File: src/rtl/uart_boot_loader.sv
// uart_boot_loader: framed UART byte stream -> IMEM word writes.
// Frame: SYNC_BYTE, N (words), 4*N data bytes (LSB first), CSUM.
// CSUM = (N + sum of data bytes) mod 256. Words are written as they land;
// the core must be held until o_done.
module uart_boot_loader #(
  parameter int         ADDR_W       = 6,
  parameter logic [7:0] SYNC_BYTE    = 8'hA5,
  parameter int         TIMEOUT_CLKS = 50000
) (
  input  logic              clk,
  input  logic              rst_n,
  input  logic              i_enable,
  input  logic [7:0]        i_rx_data,
  input  logic              i_rx_dv,
  output logic              o_imem_we,
  output logic [ADDR_W-1:0] o_imem_addr,
  output logic [31:0]       o_imem_data,
  output logic              o_busy,
  output logic              o_done,
  output logic [1:0]        o_err,
  output logic [ADDR_W:0]   o_word_count
);
  localparam int CNT_W = ADDR_W + 1;
  localparam int MAX_N = 1 << ADDR_W;
  localparam int TMO_W = $clog2(TIMEOUT_CLKS + 1);
  localparam logic [TMO_W-1:0] TMO_LAST = TMO_W'(TIMEOUT_CLKS - 1);

  localparam logic [2:0] S_IDLE = 3'd0;
  localparam logic [2:0] S_SYNC = 3'd1;
  localparam logic [2:0] S_LEN  = 3'd2;
  localparam logic [2:0] S_DATA = 3'd3;
  localparam logic [2:0] S_CSUM = 3'd4;
  localparam logic [2:0] S_DONE = 3'd5;
  localparam logic [2:0] S_ERR  = 3'd6;

  localparam logic [1:0] E_LEN  = 2'b01;
  localparam logic [1:0] E_CSUM = 2'b10;
  localparam logic [1:0] E_TMO  = 2'b11;

  logic [2:0]       state;
  logic [1:0]       lane;
  logic [23:0]      word_lo;   // lanes 0..2; lane 3 comes straight from the bus
  logic [7:0]       acc;
  logic [CNT_W-1:0] n_words;
  logic [TMO_W-1:0] tmo_cnt;
  logic             in_frame;
  logic             len_bad;
  logic             tmo_hit;

  assign in_frame = (state == S_LEN) || (state == S_DATA) || (state == S_CSUM);
  assign o_busy   = in_frame;
  assign len_bad  = (i_rx_data == 8'd0) || (int'(i_rx_data) > MAX_N);
  assign tmo_hit  = in_frame && !i_rx_dv && (tmo_cnt == TMO_LAST);

  // Idle-clock counter; only runs inside a frame, restarts on every byte.
  always_ff @(posedge clk or negedge rst_n) begin
    if (!rst_n)                            tmo_cnt <= '0;
    else if (!i_enable || !in_frame || i_rx_dv) tmo_cnt <= '0;
    else                                   tmo_cnt <= tmo_cnt + TMO_W'(1);
  end

  // Frame FSM, word assembly, checksum and IMEM write strobe.
  always_ff @(posedge clk or negedge rst_n) begin
    if (!rst_n) begin
      state        <= S_IDLE;
      lane         <= '0;
      word_lo      <= '0;
      acc          <= '0;
      n_words      <= '0;
      o_imem_we    <= 1'b0;
      o_imem_addr  <= '0;
      o_imem_data  <= '0;
      o_done       <= 1'b0;
      o_err        <= '0;
      o_word_count <= '0;
    end else begin
      o_imem_we <= 1'b0;
      if (!i_enable) begin
        // Abort drops any partially assembled word without writing it.
        state        <= S_IDLE;
        lane         <= '0;
        acc          <= '0;
        o_done       <= 1'b0;
        o_err        <= '0;
        o_word_count <= '0;
      end else if (tmo_hit) begin
        state <= S_ERR;
        o_err <= E_TMO;
      end else begin
        case (state)
          S_IDLE: state <= S_SYNC;
          S_SYNC: if (i_rx_dv && i_rx_data == SYNC_BYTE) state <= S_LEN;
          S_LEN: if (i_rx_dv) begin
            if (len_bad) begin
              state <= S_ERR;
              o_err <= E_LEN;
            end else begin
              n_words      <= CNT_W'(i_rx_data);
              acc          <= i_rx_data;
              lane         <= '0;
              o_word_count <= '0;
              state        <= S_DATA;
            end
          end
          S_DATA: if (i_rx_dv) begin
            acc  <= acc + i_rx_data;
            lane <= lane + 2'd1;
            case (lane)
              2'd0: word_lo[7:0]   <= i_rx_data;
              2'd1: word_lo[15:8]  <= i_rx_data;
              2'd2: word_lo[23:16] <= i_rx_data;
              default: begin
                o_imem_we    <= 1'b1;
                o_imem_data  <= {i_rx_data, word_lo};
                o_imem_addr  <= o_word_count[ADDR_W-1:0];
                o_word_count <= o_word_count + CNT_W'(1);
                if (o_word_count + CNT_W'(1) == n_words) state <= S_CSUM;
              end
            endcase
          end
          S_CSUM: if (i_rx_dv) begin
            if (i_rx_data == acc) begin
              state  <= S_DONE;
              o_done <= 1'b1;
            end else begin
              state <= S_ERR;
              o_err <= E_CSUM;
            end
          end
          S_DONE, S_ERR: ;  // held until load mode drops
          default: state <= S_IDLE;
        endcase
      end
    end
  end
endmodule
File: config.mk
export PLATFORM = sky130hd
export DESIGN_NAME = uart_boot_loader
export DESIGN_NICKNAME = d
export VERILOG_FILES = /design/src/rtl/uart_boot_loader.sv
export SDC_FILE = /design/constraint.sdc
export NUM_CORES = 1
export LEC_CHECK = 0
export ABC_AREA = 0
export BUFFER_PORTS_ARGS = -buffer_cell sky130_fd_sc_hd__buf_2
export CAP_MARGIN = 20
export CORE_AREA = 2 2 101 103
export CTS_BUF_LIST = sky130_fd_sc_hd__clkbuf_4
export DETAILED_ROUTE_END_ITERATION = 12
export DIE_AREA = 0 0 103 105
export PLACE_DENSITY = 0.83
export RECOVER_POWER = 50
export REMOVE_ABC_BUFFERS = 1
export SYNTH_ARGS = -nofsm -noshare
export SYNTH_HDL_FRONTEND = slang
export SYNTH_SLANG_ARGS = --single-unit
export TNS_END_PERCENT = 100
File: constraint.sdc
create_clock -name clk -period 6.07 [get_ports clk]
set_input_delay 0 -clock clk [delete_from_list [all_inputs] [get_ports clk]]
set_output_delay 0 -clock clk [all_outputs]
set_load 0.01 [all_outputs]
==> flow_summary.yaml, run 1 <==
run_status:
  status: "complete, but fails checks"
  failed_checks: "max-capacitance violations, max-slew violations"
clock_tree:
  cts_max_path_buffers: 2
  clk_latency_ns: 0.48
  cts_tree: "built"
  cts_buffers: 9
  cts.clk_slew.worst_paths_ns: 0.16
  htreeDepth: 3
  post-cts-setup-buffers: 0
  cts_sinks: 109
  ctsResizeCount: 0
  cts_root_buf: "clkbuf_4"
power_and_ir_drop:
  peakVddDrop_mv: 0.104
  power.density_nw_per_um2: 247
  leakage_nw: 2.83
synth:
  ys_warn_count: 0
  async_flop_share_pct: 100
  ys_types: 63
  synth_edf_count: 0
  ys.flop_type: "dfrtp_1"
  ys_ff_latch: 109
  seq_area_frac_synth_pct: 51.6
  syn_area_per_cell_um2: 9.95
  syn_inst: 531
  netlist_area_um2: 5280
detailed_routing:
  wl_um: 10700
  dr_total_vias: 4035
  postRouteAntennaNets: 0
  drt_iter0_drc: 219
  wl_per_cell_um: 14.7
  vias_per_cell: 5.52
  drc: 0
  firstDrtPassIters: 4
die:
  die_h_um: 105
  initial_utilization_pct: 54.8
  num_rows: 36
  fp.dieArea_um2: 10800
  die_w_um: 103
  ios: 62
  core_area_um2: 9640
hold_path:
  worstHoldStart: "i_rx_dv"
  hold_class: "input port to register"
worst_setup_path:
  critPathCaptureType: "asynchronous set/reset pin"
  cp_slowest_cell: "clkbuf_1"
  cp_max_fo: 60
  r2r_start: "state[0]"
  max_stage_delay_ns: 1.84
  crit_chain: "dlygate4sd3_1 > clkbuf_1 > clkbuf_2"
  arrival_ns: 3.70
  crit_start: "rst_n"
  cp-start-kind: "input port"
  crit_required_ns: 6.45
  setup.worst_path.class: "input port to asynchronous set/reset pin"
sta:
  slew_headroom_pct: -73.7
  period_minus_slack_ns: 3.32
  tightest_slew_ns: 2.61
  rsz0062_at_grt: "no"
  fin_worst_skew_ns: 0.0127
  timing.setup.tns_ns: 0
  hold_viol_final: 0
  fmax_ghz: 0.301
  fin_crit_sh_pct: 54.7
  worst_slack_ns: 2.75
  setup_violations: 0
  drv_slew: 51
placement:
  post-dp-hpwl_um: 7350
  place.gp.congestion: 0.847
  place_worst_setup_slack_ns: 3.09
  port_buffers: 61
  placed_area_um2: 5680
grt:
  track_usage_pct: 20.9
  grt_pass1_vias: 3760
  grt_pass1_wl_um: 17900
  overflow: 0
  antenna_found_initial: 0
  grt_max_degree: 61
final_layout:
  syn_to_final_growth_pct: 10.4
  fin_area_um2: 5830
  diodes: 0
  final_cell_mix: "nand2_1 (135), dfrtp_1 (109), clkbuf_1 (50)"
  mostFrequentLayoutCell: "nand2_1"
  drive_gt1_share_pct: 11.0
  multi_input_area_um2: 2410
  fillers: 853
  nNetsFinal: 619
  seq_area_um2: 2730
job:
  maxCapViolCount: 1
-- logic make-up (layout without fill, tap and decap cells) --
kind of cell / Yosys count / after routing / synth area share [%]
simple gates: 239 / 239 / 21.2
fa+ha+maj: 14 / 14 / 3.46
mux: 34 / 34 / 7.18
compound gates: 72 / 72 / 9.24
flops: 109 / 109 / 51.6
buf+inv: 36 / 103 / 2.80
xor+xnor: 27 / 27 / 4.48
-- Yosys cell counts, types with 6 or more instances --
cell / n / area (um2)
nand2_1: 135 / 507
dfrtp_1: 109 / 2730
nor2_1: 32 / 120
mux2_2: 23 / 259
o21ai_0: 20 / 100
xnor2_1: 17 / 149
clkbuf_1: 16 / 60.1
nand3_1: 14 / 70.1
ha_1: 13 / 163
inv_1: 12 / 45.0
nor3_1: 10 / 50.1
xor2_1: 10 / 87.6
and3_1: 8 / 50.1
mux2_1: 8 / 90.1
a21oi_1: 6 / 30.0
nor2b_1: 6 / 37.5
-- sequential cells by signal, summed over array words and instances (netlist names) --
| signal | flops |
|---|---|
| acc | 8 |
| lane | 2 |
| n_words | 7 |
| o_done | 1 |
| o_err | 2 |
| o_imem_addr | 6 |
| o_imem_data | 32 |
| o_imem_we | 1 |
| o_word_count | 7 |
| state | 3 |
| tmo_cnt | 16 |
| word_lo | 24 |
-- metrics by stage --
step	std cells	util (%)	total power, mW	hold slack (ns)
global placement	705	58.9	1.09	0.0471
finish	731	60.5	1.44	0.103
floorplan	509	-	1.02	-0.296
detailed placement	705	58.9	1.11	0.0615
global route	731	60.5	1.52	0.123
CTS	731	61.2	1.45	0.0693
-- power by group --
group,internal (mW),switching [mW],total [mW]
Clock,0.0900,0.251,0.341
Sequential,0.782,0.0547,0.837
Combinational,0.119,0.143,0.262
Total,0.991,0.449,1.44
-- path summary, 6_finish.rpt --
kind,end,slack (ns),cells after the start
max in group clk,o_word_count[3],3.01,7
max,o_imem_data[16],2.75,3
min,o_done,0.10,4
min reg2reg,tmo_cnt[0],0.47,1
max reg2reg,o_word_count[3],3.01,7
min in group asynchronous,o_imem_data[1],0.85,2
-- worst max-delay path: cells and delay by family --
family	cells	cell delay, ns
buffers and inverters	3	3.67
-- repair_timing --
item                                    in CTS  in global routing
hold buffers                                10                  0
endpoints found under the hold margin       98                  0
endpoints found under the setup margin       0                  0
-- layout make-up --
cell class                 count  area share [%]
clock buffer                   9            1.16
clock inverter                 7           0.987
inverter                      14           0.901
tap                          133            2.85
sequential                   109            46.8
multi-input combinational    386            41.2
timing repair buffer          73            6.09
-- routing by layer --
layer | global-route usage (%) | vias up | wire length [um]
met4 | 8.46 | 0 | 257
met1 | 28.4 | 1980 | 4870
met2 | 33.5 | 97 | 5200
met5 | 0 | - | 0
li1 | - | 1938 | -
met3 | 2.94 | 20 | 398
Power figures use the tool's default switching activity.
==> run 2: changes to the inputs <==
--- a/config.mk
+++ b/config.mk
@@ -12,7 +12,7 @@
 export CTS_BUF_LIST = sky130_fd_sc_hd__clkbuf_4
 export DETAILED_ROUTE_END_ITERATION = 12
 export DIE_AREA = 0 0 103 105
-export PLACE_DENSITY = 0.83
+export PLACE_DENSITY = 0.86
 export RECOVER_POWER = 50
 export REMOVE_ABC_BUFFERS = 1
 export SYNTH_ARGS = -nofsm -noshare
==> constraint.sdc (replaced) <==
create_clock -name clk -period 2.8 [get_ports clk]
set_input_delay 0 -clock clk [delete_from_list [all_inputs] [get_ports clk]]
set_output_delay 0 -clock clk [all_outputs]
set_load 0.01 [all_outputs]
==> run 2 against run 1 <==
- the flow now finishes without violations
- non-clock buffer count up 4
- global-route usage up 0.28 points
- flip-flop and latch count unchanged
- clock power up 100%
- final cell count up 0.55%
- worst setup slack worse by 2.3 ns
- core utilization up 0.23 points
- critical path type is now register to register
- highest routed layer unchanged
==> flow_summary.yaml, run 2 (synthesis gave the netlist of run 1 again) <==
final_layout:
  final_cell_mix: "nand2_1 (135), dfrtp_1 (109), clkbuf_1 (44)"
  fin_area_um2: 5860
  nNetsFinal: 623
  seq_area_um2: 2730
  drive_gt1_share_pct: 12.3
  largest_reg_flops: 32
  top_regs: "o_imem_data x32, word_lo x24, tmo_cnt x16"
  largest_register: "o_imem_data"
  fin_util_pct: 60.7
  mostFrequentLayoutCell: "nand2_1"
  finalNonFillerCells: 735
  fillers: 817
  multi_input_area_um2: 2410
  syn_to_final_growth_pct: 10.9
  diodes: 0
placement:
  port_buffers: 61
  place_worst_setup_slack_ns: 0.522
  place.gp.congestion: 0.905
  placed_area_um2: 5710
  post-dp-hpwl_um: 7760
  numPlacedInstances: 709
detailed_routing:
  wl_um: 11000
  drt_iter0_drc: 206
  postRouteAntennaNets: 0
  firstDrtPassIters: 6
  wl_per_cell_um: 14.9
  drc: 0
  dr_total_vias: 4133
  vias_per_cell: 5.62
worst_setup_path:
  crit_chain: "ha_1 > and3b_1 > a2111oi_0 > nor3_1 > a211oi_2 > mux2_1"
  cp-start-kind: "register"
  worstSetupEndpoint: "state[0]"
  timing.rr.end: "state[0]"
  cp_max_fo: 7
  cp_slowest_cell: "dfrtp_1"
  arrival_ns: 2.67
  reg2reg_depth: 6
  reg2reg_slack_ns: 0.47
  critPathCaptureType: "register"
  critPathTopFamily: "compound AO/OA/AOI/OAI gates"
  crit_required_ns: 3.14
  max_stage_delay_ns: 0.51
  cp_num_buf_inv: 0
  setup.worst_path.class: "register to register"
  crit_start: "o_word_count[0]"
  cp_num_cells: 6
  r2r_start: "o_word_count[0]"
run_status:
  status: "complete, no violations"
clock_tree:
  clk_latency_ns: 0.45
  cts_tree: "built"
  cts.clk_slew.worst_paths_ns: 0.16
  cts_buffers: 9
  cts_root_buf: "clkbuf_4"
  cts_sinks: 109
  htreeDepth: 3
  cts_max_path_buffers: 2
grt:
  gr-usage-met1_pct: 27.3
  grt_max_degree: 59
  antenna_found_initial: 0
  grtUsageMet3_pct: 4.41
  grt_busiest_layer: "met2"
  use_met2_pct: 35.0
  track_usage_pct: 21.2
  grt_pass1_wl_um: 18300
  grt_pass1_vias: 3962
  overflow: 0
sta:
  setup_violations: 0
  slew_headroom_pct: 10.0
  period_minus_slack_ns: 2.33
  fin_crit_sh_pct: 83.1
  fin_worst_skew_ns: 0.0157
  drv_slew: 0
  timing.setup.tns_ns: 0
  worst_slack_ns: 0.473
  fmax_ghz: 0.430
  hold_viol_final: 0
  rsz0062_at_grt: "no"
  tightest_slew_ns: 1.35
die:
  core_area_um2: 9640
  die_h_um: 105
  initial_utilization_pct: 54.8
  die_w_um: 103
  fp.dieArea_um2: 10800
  ios: 62
  num_rows: 36
job:
  maxCapViolCount: 0
power_and_ir_drop:
  leakage_nw: 2.87
  power.density_nw_per_um2: 525
  peakVddDrop_mv: 0.249
hold_path:
  hold_class: "input port to register"
run 2: where the power goes:
part	leakage [nW]	internal [mW]	total [mW]	switching [mW]
logic	1.30	0.262	0.577	0.316
registers	1.51	1.70	1.82	0.122
clock network	0.0623	0.193	0.682	0.490
run 2: layer usage:
| metal | wire, um | up-vias |
|---|---|---|
| li1 | - | 1951 |
| met1 | 4670 | 2032 |
| met2 | 5460 | 127 |
| met3 | 585 | 23 |
| met4 | 242 | 0 |
| met5 | 0 | - |
run 2: per-stage QoR:
stage	hold WS, ns	power, mW
5_1_grt	0.107	3.26
2_1_floorplan	-0.296	2.22
3_5_place_dp	0.0889	2.41
3_3_place_gp	0.0802	2.38
6_report	0.108	3.08
4_1_cts	0.0830	3.11
run 2: worst min path at each step:
stage | startpoint | cells past startpoint | slack, ns | to
finish | i_rx_dv | 4 | 0.11 | o_done
global route | i_rx_dv | 4 | 0.11 | o_done
CTS | i_rx_dv | 4 | 0.08 | o_done
detailed placement | rst_n | 1 | 0.09 | o_imem_data[17]
global placement | rst_n | 1 | 0.08 | o_imem_data[17]
floorplan | rst_n | 0 | -0.30 | acc[0]
run 2: worst reg2reg max path: cells and delay by family (launching register included):
kind	cells	cell delay, ns
simple gates	2	0.30
mux	1	0.35
flops	1	0.51
fa+ha+maj	1	0.32
compound gates	2	0.73
run 2: cell type report:
type,count,share of cell area [%]
clock inverter,6,0.641
clock buffer,10,1.28
multi-input combinational,386,41.1
inverter,14,0.897
sequential,109,46.6
tap,133,2.84
timing repair buffer,77,6.67
run 2: what timing repair did:
action                    4_1_cts  5_1_grt
buffers inserted                0        0
hold buffers                   10        0
resized for setup               0        0
hold endpoints to repair      104        0
==> run 3: changes to the inputs <==
==> constraint.sdc (replaced) <==
create_clock -name clk -period 2.1 [get_ports clk]
set_input_delay 0 -clock clk [delete_from_list [all_inputs] [get_ports clk]]
set_output_delay 0 -clock clk [all_outputs]
set_load 0.01 [all_outputs]
==> run 3 against run 2 <==
- the flow now finishes with violations (negative setup slack)
- worst hold slack gained 0.060 ns
- flip-flop and latch count is the same
- maximum frequency grew 9.3%
- highest routed layer unchanged
- total power grew 48%
- clock skew shrank 0.0015 ns
- clock power grew 54%
- combinational power grew 92%
- sequential share of layout area shrank 3.7 points
- first-iteration DRC count grew 21%
- wire length grew 15%
- sequential power grew 32%
==> flow_summary.yaml, run 3 (synthesis gave the netlist of run 1 again) <==
run_status:
  status: "complete, but fails checks"
  failed_checks: "negative setup slack"
hold_path:
  worstHoldStart: "i_rx_dv"
  worstHoldPathCells: 4
  hold_end: "o_done"
  hold_class: "input port to register"
die:
  core_area_um2: 9640
  die_w_um: 103
  fp.dieArea_um2: 10800
  initial_utilization_pct: 54.8
  ios: 62
  num_rows: 36
  die_h_um: 105
placement:
  post-dp-hpwl_um: 8210
  port_buffers: 61
  place.gp.congestion: 0.923
  numPlacedInstances: 733
detailed_routing:
  firstDrtPassIters: 5
  postRouteAntennaNets: 0
  vias_per_cell: 5.61
  dr_total_vias: 4293
  drt_iter0_drc: 249
  drc: 0
  wl_um: 12600
  wl_per_cell_um: 16.5
worst_setup_path:
  r2r_start: "state[2]"
  cp_slowest_cell: "dfrtp_2"
  max_stage_delay_ns: 0.49
  setup.worst_path.class: "register to register"
  cp_num_buf_inv: 1
  crit_chain: "buf_4 > nand4b_1 > nor3_2 > nor2_1 > a211oi_2 > a211oi_4 > mux2_4"
  reg2reg_depth: 7
  cp_max_fo: 8
  cp-start-kind: "register"
  crit_required_ns: 2.48
  reg2reg_slack_ns: -0.03
  arrival_ns: 2.51
  critPathTopFamily: "simple AND/OR/NAND/NOR gates"
  critPathCaptureType: "register"
  timing.rr.end: "state[0]"
clock_tree:
  cts_max_path_buffers: 2
  clk_latency_ns: 0.47
  cts_buffers: 9
  cts_root_buf: "clkbuf_4"
  cts_tree: "built"
  htreeDepth: 3
  cts.clk_slew.worst_paths_ns: 0.16
  cts_sinks: 109
sta:
  tightest_slew_ns: 1.26
  fin_worst_skew_ns: 0.0142
  timing.setup.tns_ns: -0.0340
  slew_headroom_pct: 16.3
  drv_slew: 0
  period_minus_slack_ns: 2.13
  hold_viol_final: 0
  fin_crit_sh_pct: 101
  worst_slack_ns: -0.0291
  hold_ws_ns: 0.168
  fmax_ghz: 0.470
  setup_violations: 2
  rsz0062_at_grt: "yes"
grt:
  grt_pass1_wl_um: 19700
  overflow: 0
  grt_pass1_vias: 4311
  track_usage_pct: 22.9
  antenna_found_initial: 0
  grt_max_degree: 54
power_and_ir_drop:
  p_seq_share_pct: 52.8
  clkPwrFrac_pct: 22.9
  leakage_nw: 3.14
  switchingPower_mw: 1.43
  power.density_nw_per_um2: 717
  p_comb_share_pct: 24.3
  sw_frac_of_total_pct: 31.3
  p_int_mw: 3.14
  peakVddDrop_mv: 0.333
final_layout:
  largest_reg_flops: 32
  finalNonFillerCells: 765
  final_cell_mix: "nand2_1 (135), dfrtp_1 (105), buf_2 (37)"
  drive_gt1_share_pct: 24.8
  diodes: 0
  syn_to_final_growth_pct: 20.6
  top_regs: "o_imem_data x32, word_lo x24, tmo_cnt x16"
  nNetsFinal: 653
  mostFrequentLayoutCell: "nand2_1"
  largest_register: "o_imem_data"
job:
  maxCapViolCount: 0
run 3: worst max-delay path by stage:
stage	endpoint	slack, ns	from	cells past startpoint
after CTS	state[1]	0.008	acc[3]	8
after global routing	acc[6]	-0.10	acc[0]	9
after detailed placement	state[0]	-0.10	o_word_count[0]	6
final	state[0]	-0.03	state[2]	7
after global placement	state[0]	-0.02	o_word_count[0]	6
after floorplan	o_word_count[3]	-0.85	state[0]	6
run 3: through the flow:
| step | area, um2 | util, % | setup WS, ns | total power, mW |
|---|---|---|---|---|
| 2_1_floorplan | 5190 | - | -0.845 | 2.95 |
| 3_3_place_gp | 5900 | 61.2 | -0.0183 | 3.26 |
| 3_5_place_dp | 5900 | 61.2 | -0.103 | 3.32 |
| 4_1_cts | 6150 | 63.8 | 0.00764 | 4.37 |
| 5_1_grt | 6370 | 66.1 | -0.102 | 4.78 |
| 6_report | 6370 | 66.1 | -0.0291 | 4.57 |
run 3: final cells by class:
class / instances / area (um2)
Multi-Input combinational cell: 386 / 2640
Sequential cell: 109 / 2730
Timing Repair Buffer: 107 / 652
Tap cell: 133 / 166
Clock buffer: 9 / 67.6
Clock inverter: 7 / 65.1
Fill cell: 721 / 3270
Inverter: 14 / 52.6
run 3: what timing repair did:
| item | CTS | global route |
|---|---|---|
| hold buffers | 10 | 0 |
| buffers inserted | 0 | 6 |
| endpoints found under the hold margin | 98 | 0 |
| setup endpoints to repair | 2 | 17 |
| pin swaps | 1 | 14 |
| resized for setup | 4 | 40 |
run 3: power groups by stage:
| stage | Clock, mW | Sequential, mW | Combinational [mW] |
|---|---|---|---|
| finish | 1.05 | 2.41 | 1.11 |
| global route | 1.14 | 2.43 | 1.21 |
| CTS | 1.05 | 2.39 | 0.932 |
| detailed placement | 0 | 2.43 | 0.892 |
| global placement | 0 | 2.42 | 0.845 |
| floorplan | 0 | 2.42 | 0.535 |
run 3: tightest hold or removal path, delay by kind of cell:
family	cells	cell delay, ns
and+or+nand+nor	1	0.09
buffers and inverters	2	0.37
AOI/OAI and AO/OA	1	0.16
run 3: routing by layer:
metal | vias to the layer above | part of all wire, % | routed length (um) | GRT usage (%)
met5 | - | 0 | 0 | 0
met4 | 0 | 2.3 | 285 | 9.02
met3 | 31 | 5.4 | 687 | 4.55
met2 | 163 | 51 | 6480 | 38.4
met1 | 2090 | 41 | 5180 | 28.8
li1 | 2009 | - | - | -
